<file path="src/rtl/seg_counter_pkg.sv">
// Shared types, defaults and helpers for the segmented up/down counter with lowest-set-bit match.
package seg_counter_pkg;

  localparam int DEF_DIG_W  = 4;
  localparam int DEF_DIGITS = 4;
  // Widest counter lsb_onehot can serve; callers zero-extend into it.
  localparam int LSB_MAX_W  = 64;

  typedef enum logic {
    DIR_DN = 1'b0,
    DIR_UP = 1'b1
  } dir_e;

  // Two's-complement trick isolates the lowest set bit; zero input gives zero.
  function automatic logic [LSB_MAX_W-1:0] lsb_onehot(input logic [LSB_MAX_W-1:0] vec);
    return vec & (~vec + LSB_MAX_W'(1));
  endfunction

endpackage

</file>
<file path="src/rtl/seg_digit.sv">
// One counter digit: next value and carry/borrow out, given carry/borrow in and direction.
// Purely combinational; the state register lives in the top level.
import seg_counter_pkg::*;

module seg_digit #(
  parameter int DIG_W = DEF_DIG_W
) (
  input  logic [DIG_W-1:0] i_dig,
  input  dir_e             i_dir,
  input  logic             i_cin,
  output logic [DIG_W-1:0] o_nxt,
  output logic             o_cout
);

  logic w_term;

  // Terminal state: all ones when counting up, all zeros when counting down.
  assign w_term = (i_dir == DIR_UP) ? (&i_dig) : (~|i_dig);
  assign o_cout = i_cin & w_term;

  always_comb begin
    o_nxt = i_dig;
    if (i_cin) begin
      o_nxt = (i_dir == DIR_UP) ? (i_dig + DIG_W'(1)) : (i_dig - DIG_W'(1));
    end
  end

endmodule

</file>
<file path="src/rtl/seg_counter_match.sv">
// Segmented up/down counter with load, wrap/saturate, terminal count and lowest-set-bit match Z.
// Z_REG_EN defined: Z is registered (one cycle behind the match); otherwise Z is combinational.
import seg_counter_pkg::*;

module seg_counter_match #(
  parameter int DIG_W    = DEF_DIG_W,
  parameter int DIGITS   = DEF_DIGITS,
  parameter int SATURATE = 0,
  localparam int N       = DIG_W * DIGITS
) (
  input  logic         i_ck,
  input  logic         i_rst,
  input  logic         i_en,
  input  logic         i_up,
  input  logic         i_ld,
  input  logic [N-1:0] i_ld_val,
  input  logic [N:0]   i_c,
  output logic [N-1:0] o_q,
  output logic         o_tc,
  output logic         o_z
);

  logic [N-1:0]    r_q;
  logic [N-1:0]    w_q_nxt;
  logic [N-1:0]    w_sel;
  logic [DIGITS:0] w_carry;
  logic            w_z_comb;
  logic            w_hold;
  dir_e            w_dir;

  assign w_dir      = dir_e'(i_up);
  assign w_carry[0] = i_en;

  // Each digit only steps when every lower digit sits at its terminal state.
  for (genvar g = 0; g < DIGITS; g++) begin : g_digit
    seg_digit #(
      .DIG_W (DIG_W)
    ) u_digit (
      .i_dig  (r_q[g*DIG_W +: DIG_W]),
      .i_dir  (w_dir),
      .i_cin  (w_carry[g]),
      .o_nxt  (w_q_nxt[g*DIG_W +: DIG_W]),
      .o_cout (w_carry[g+1])
    );
  end

  // Carry out of the top digit is exactly EN & (all-ones up / all-zeros down).
  assign o_tc   = w_carry[DIGITS];
  assign w_hold = (SATURATE != 0) && o_tc;

  always_ff @(posedge i_ck) begin
    if (i_rst) begin
      r_q <= '0;
    end else if (i_ld) begin
      r_q <= i_ld_val;
    end else if (!w_hold) begin
      r_q <= w_q_nxt;
    end
  end

  assign o_q      = r_q;
  assign w_sel    = N'(lsb_onehot(LSB_MAX_W'(r_q))) & {N{i_en}};
  assign w_z_comb = (i_en & i_c[0]) | (|(i_c[N:1] & w_sel));

`ifdef Z_REG_EN
  logic r_z;

  always_ff @(posedge i_ck) begin
    if (i_rst) begin
      r_z <= 1'b0;
    end else begin
      r_z <= w_z_comb;
    end
  end

  assign o_z = r_z;
`else
  assign o_z = w_z_comb;
`endif

endmodule

</file>
<file path="config.mk">
export PLATFORM = sky130hd
export DESIGN_NAME = seg_counter_match
export DESIGN_NICKNAME = d
export VERILOG_FILES = /design/src/rtl/seg_counter_pkg.sv /design/src/rtl/seg_digit.sv /design/src/rtl/seg_counter_match.sv
export SDC_FILE = /design/constraint.sdc
export NUM_CORES = 1
export LEC_CHECK = 0
export ABC_CLOCK_PERIOD_IN_PS = 2300
export CORE_UTILIZATION = 30
export CTS_BUF_LIST = sky130_fd_sc_hd__clkbuf_4
export DETAILED_ROUTE_END_ITERATION = 7
export DONT_BUFFER_PORTS = 1
export MAX_ROUTING_LAYER = met4
export SYNTH_ARGS = -nofsm -noshare
export SYNTH_HDL_FRONTEND = slang
export SYNTH_SLANG_ARGS = --single-unit
</file>
<file path="constraint.sdc">
create_clock -name i_ck -period 2.3 [get_ports i_ck]
set_input_delay 0.115 -clock i_ck [delete_from_list [all_inputs] [get_ports i_ck]]
set_output_delay 0.115 -clock i_ck [all_outputs]
set_load 0.05 [all_outputs]
</file>
# Yosys cells after proc, flatten, opt, wreduce, memory -nomap -nowiden
# Index checks and enable logic that the tools add are counted.
op_classes:
  n_addsub: 9
  multipliers: 0
  div: 0
  n_lt_le_gt_ge: 0
  eq_ne: 0
  shifts: 0
  mux: 13
  bitwise: 10
  reduce_logical: 17
ops:
  columns: ["operator", "count"]
  rows:
  - ["16-bit AND", 3]
  - ["4-bit 2-to-1 mux", 8]
  - ["16-bit by 1-bit adder with 16-bit output, second input constant", 1]
  - ["4-bit by 1-bit adder with 4-bit output, second input constant", 4]
  - ["16-bit 2-to-1 mux", 1]
  - ["16-bit inverter", 1]
  - ["4-bit AND reduction", 4]
  - ["16-bit OR reduction", 1]
  - ["4-bit OR reduction", 4]
  - ["4-bit by 1-bit subtractor with 4-bit output, second input constant", 4]
  - ["2-bit nonzero test", 4]
  - ["1-bit AND", 5]
  - ["1-bit logical NOT", 4]
  - ["1-bit 2-to-1 mux", 4]
  - ["1-bit OR", 1]
word_totals:
  regBits: 16
  latch_bits: 0
  ram_bits: 0
  mem_bits_ro: 0
  output_inout_bits: 18
  wordCells: 53
  memories: 0

# Logic depth before layout (Yosys ltp)
depth:
  word_depth: 8
  depth_mapped: 8
  depth_no_buf: 7

# By module
# A second synthesis with hierarchy kept.
unflattened:
  hier_cells: 199
  hier_area_um2: 1630.3
modules_own_cells:
  columns: ["module", "instances", "cells_per_inst", "area_per_inst_um2"]
  rows:
  - ["seg_digit", 4, 29, 217.7]
  - ["seg_counter_match", 1, 83, 759.5]

# Least setup slack after synthesis
# OpenSTA, ideal clock, no wires.
synth_timing:
  kind: "register to output"
  from: "reg r_q[4], in the netlist o_q[4]"
  to: "out o_tc"
  arrival_ns: 2.585
  slack_ns: -0.400
  path_stages_with_launch: 6
  n_path_buf: 1
  cell_sequence: "dfxtp_1 > buf_6 > or4_4 > o22ai_4 > nand2_1 > nor3_1"
synth_via:
  elab_chain_len: 6
  word_cells_on_any_way: 7
  classes_between: "1 x mux; 3 x bitwise; 3 x reduce/logical"
synth_lines:
  columns: ["item", "line", "text"]
  rows:
  - ["start: declaration", "seg_counter_match.sv:23", "logic [N-1:0] r_q;"]
  - ["start signal: assignment", "seg_counter_match.sv:55", "r_q <= i_ld_val;"]
  - ["start signal: assignment", "seg_counter_match.sv:57", "r_q <= w_q_nxt;"]
  - ["4-bit OR reduction", "seg_digit.sv:18", "assign w_term = (i_dir == DIR_UP) ? (&i_dig) : (~|i_dig);"]
  - ["1-bit logical NOT", "seg_digit.sv:18", null]
  - ["1-bit 2-to-1 mux (*)", "seg_digit.sv:18", null]
  - ["1-bit AND (*) (3 in a row)", "seg_digit.sv:19", "assign o_cout = i_cin & w_term;"]
  - ["end: declaration", "seg_counter_match.sv:19", "output logic o_tc,"]
# Mark *: on every way between the ends. The rest lies on a longest branch, timed or not.

# Final worst setup path
layout_timing:
  from: "reg r_q[4], in the netlist o_q[4]"
  to: "out o_z"
layout_via:
  elab_chain_len: 7
layout_lines:
  columns: ["item", "line", "text"]
  rows:
  - ["16-bit inverter", "seg_counter_pkg.sv:16", "return vec & (~vec + LSB_MAX_W'(1));"]
  - ["16-bit by 1-bit adder with 16-bit output", "seg_counter_pkg.sv:16", null]
  - ["16-bit AND (*)", "seg_counter_pkg.sv:16", null]
  - ["16-bit AND (*)", "seg_counter_match.sv:62", "assign w_sel = N'(lsb_onehot(LSB_MAX_W'(r_q))) & {N{i_en}};"]
  - ["16-bit AND (*)", "seg_counter_match.sv:63", "assign w_z_comb = (i_en & i_c[0]) | (|(i_c[N:1] & w_sel));"]
  - ["16-bit OR reduction (*)", "seg_counter_match.sv:63", null]
  - ["1-bit OR (*)", "seg_counter_match.sv:63", null]
  - ["end: declaration", "seg_counter_match.sv:20", "output logic o_z"]
# Marked as above.

==> reports/metrics.cfg <==
[outcome]
outcome=completed

[logic_synthesis]
async_reset_ff_share_pct=0
ys.flop_type=dfxtp_1
synthTopCellsByArea=dfxtp_1, ha_1, fa_1
synthTopCellsByCount=nor2_1, dfxtp_1, nand2_1
synth_area_per_cell_um2=8.17
ys_warn_count=0
synth_area_um2=1380
syn_inst=169
ys_seq_elements=16
seq_area_frac_synth_pct=23.2
synth_most_common_cell=nor2_1
ys_types=43
syn_nets=219
yosysTopAreaCell=dfxtp_1
synth_top_area_share_pct=23.2
synth_edf_count=0

[final_layout]
drive_above_1_share_pct=18.7
synthToLayoutAreaGrowth_pct=29.2
fin_area_um2=1780
finalCoreUtilization_pct=40.7
largest_reg_flops=16
n_antenna_cell=0
final_nets=250

[floorplan]
fp.dieH_um=69.9
die_w_um=69.9
io_pins=56
rows=24
die_area_um2=4880
fp.coreArea_um2=4380
start_util_pct=31.5

[worst_hold_path]
hold_path_class=in -> reg
holdPathEnd=o_q[13]
min-delay-start=i_ld_val[13]
holdPathStages=2

[power]
ir_worst_vdd_v=0.000230
power_uw=863
power_density_nw_per_um2=484
p_leak_nw=0.729

[placement]
portBuffers=0
hpwl_um=3140
gp_congestion=0.866
dp_slack_ns=0.206
dpl-instance-area_um2=1570

[sta]
drv_slew=0
worst_slew_pin_slew_ns=0.714
fmax_ghz=0.450
setup_violations=0
period_minus_slack_ns=2.22
finalCritPeriodShare_pct=96.6
slew_headroom_pct=52.2
hold_violations=0
fin_ws_ns=0.0786
finalClockSkew_ns=0.00180

[detailed_routing]
ant_nets=0
num_vias=1408
post_drt_wl_per_cell_um=17.3
first_pass_iters=4
routed_via_density=5.63
drt_iter0_drc=56
drc=0
totalWireLength_um=4320

[setup_path]
crit_type=reg -> out
critPathMaxFanout=5
worstPathRequired_ns=2.18
slowest_stage=or4_4
cp_slowest_stage_delay_ns=0.53
r2r-end=o_q[5]
cp_cell_sequence=or4_4 > a211o_1 > o21ai_2 > a21oi_2 > o221ai_4
start_kind=register
r2r_slack_ns=0.09
cp_data_arrival_time_ns=2.11
rr_startpoint=o_q[0]
worst_setup_path_end_kind=output pin
ff2ff_path_depth=7

[cts]
path_clk_slew_ns=0.11
cts_root_buffer=clkbuf_4
clockBufferDepth=2
cts_tree=done
cts_htree_levels=1
cts.sinks=16
clock_latency_ns=0.29
postCtsSetupRepairBufs=0
cts_made_buffers=3

[run]
max_cap_viol_count=0

[global_route]
grtUsageTotal_pct=19.1
antenna_found_initial=0
overflow=0
grt_pass1_wl_um=7210
grt_pass1_vias=1431
grt_start_max_net_pins=22

==> cell type report <==
cell class                      count  area [µm²]
Tap cell                           52        65.1
Inverter                            6        22.5
Clock buffer                        3        22.5
Multi-Input combinational cell    138        1050
Fill cell                         454        2600
Timing Repair Buffer               35         303
Sequential cell                    16         325
==> where the power goes <==
group	leakage [nW]	internal [mW]	total, mW	switching (mW)
clock	0.0138	0.0610	0.162	0.101
combinational	0.582	0.148	0.381	0.233
sequential	0.134	0.298	0.320	0.0212
total	0.729	0.508	0.863	0.355
==> how the worst max path moves through the flow <==
stage          slack [ns]   start  cells past startpoint  endpoint
5_1_grt             -0.01  o_q[0]                      7    o_q[5]
3_5_place_dp         0.21  o_q[3]                      5   o_q[11]
6_report             0.08  o_q[4]                      5       o_z
4_1_cts             0.009  o_q[4]                      4       o_z
3_3_place_gp         0.31  o_q[5]                      5       o_z
2_1_floorplan        0.01  o_q[4]                      5      o_tc
==> cells in the final DEF (no fill, tap or decap), drive strengths merged, types with 5 or more instances in the layout <==
cell and instances:
a211oi 7, a21o 5, a21oi 12, buf 19, dfxtp 16, dlygate4sd3 16, ha 8, inv 6
mux2i 5, nand2 16, nand3 8, nor2 18, nor3 6, xnor2 7
==> cell families (layout without fill, tap and decap cells) <==
family,Yosys count,in the layout,synth area share [%]
AOI/OAI and AO/OA,45,45,23.5
xor gates and xnor gates,11,11,6.97
adders and majority gates,12,12,13.0
buffers and inverters,15,44,4.98
DFF,16,16,23.2
muxes,6,6,4.44
and+or+nand+nor,64,64,23.9
==> metrics by stage <==
stage,instances,hold WS [ns],TNS (ns)
after floorplan,169,0.254,0
final,250,0.00573,0
after global routing,250,0.00535,-0.0113
after global placement,231,0.188,0
after CTS,249,0.000301,0
after detailed placement,231,0.193,0
==> what timing repair did <==
| item | CTS | global route |
|---|---|---|
| pin swaps | 1 | 4 |
| hold endpoints to repair | 16 | 1 |
| gates resized for setup | 3 | 9 |
| hold buffers | 15 | 1 |
| endpoints found under the setup margin | 1 | 2 |
==> worst max-delay path: cells and delay by family, from the launching register on <==
kind,cells,cell delay (ns)
AND/OR/NAND/NOR,1,0.53
AO/OA/AOI/OAI,4,0.91
flip-flops,1,0.37
==> layer usage <==
metal | vias to the layer above | wire length [µm] | GRT usage (%)
met1 | 664 | 2040 | 26.1
met3 | 6 | 229 | 3.61
met2 | 46 | 1980 | 29.3
met5 | - | 0 | -
li1 | 692 | - | -
met4 | 0 | 64 | 4.22
No activity file was read; power rests on OpenSTA's default activity.
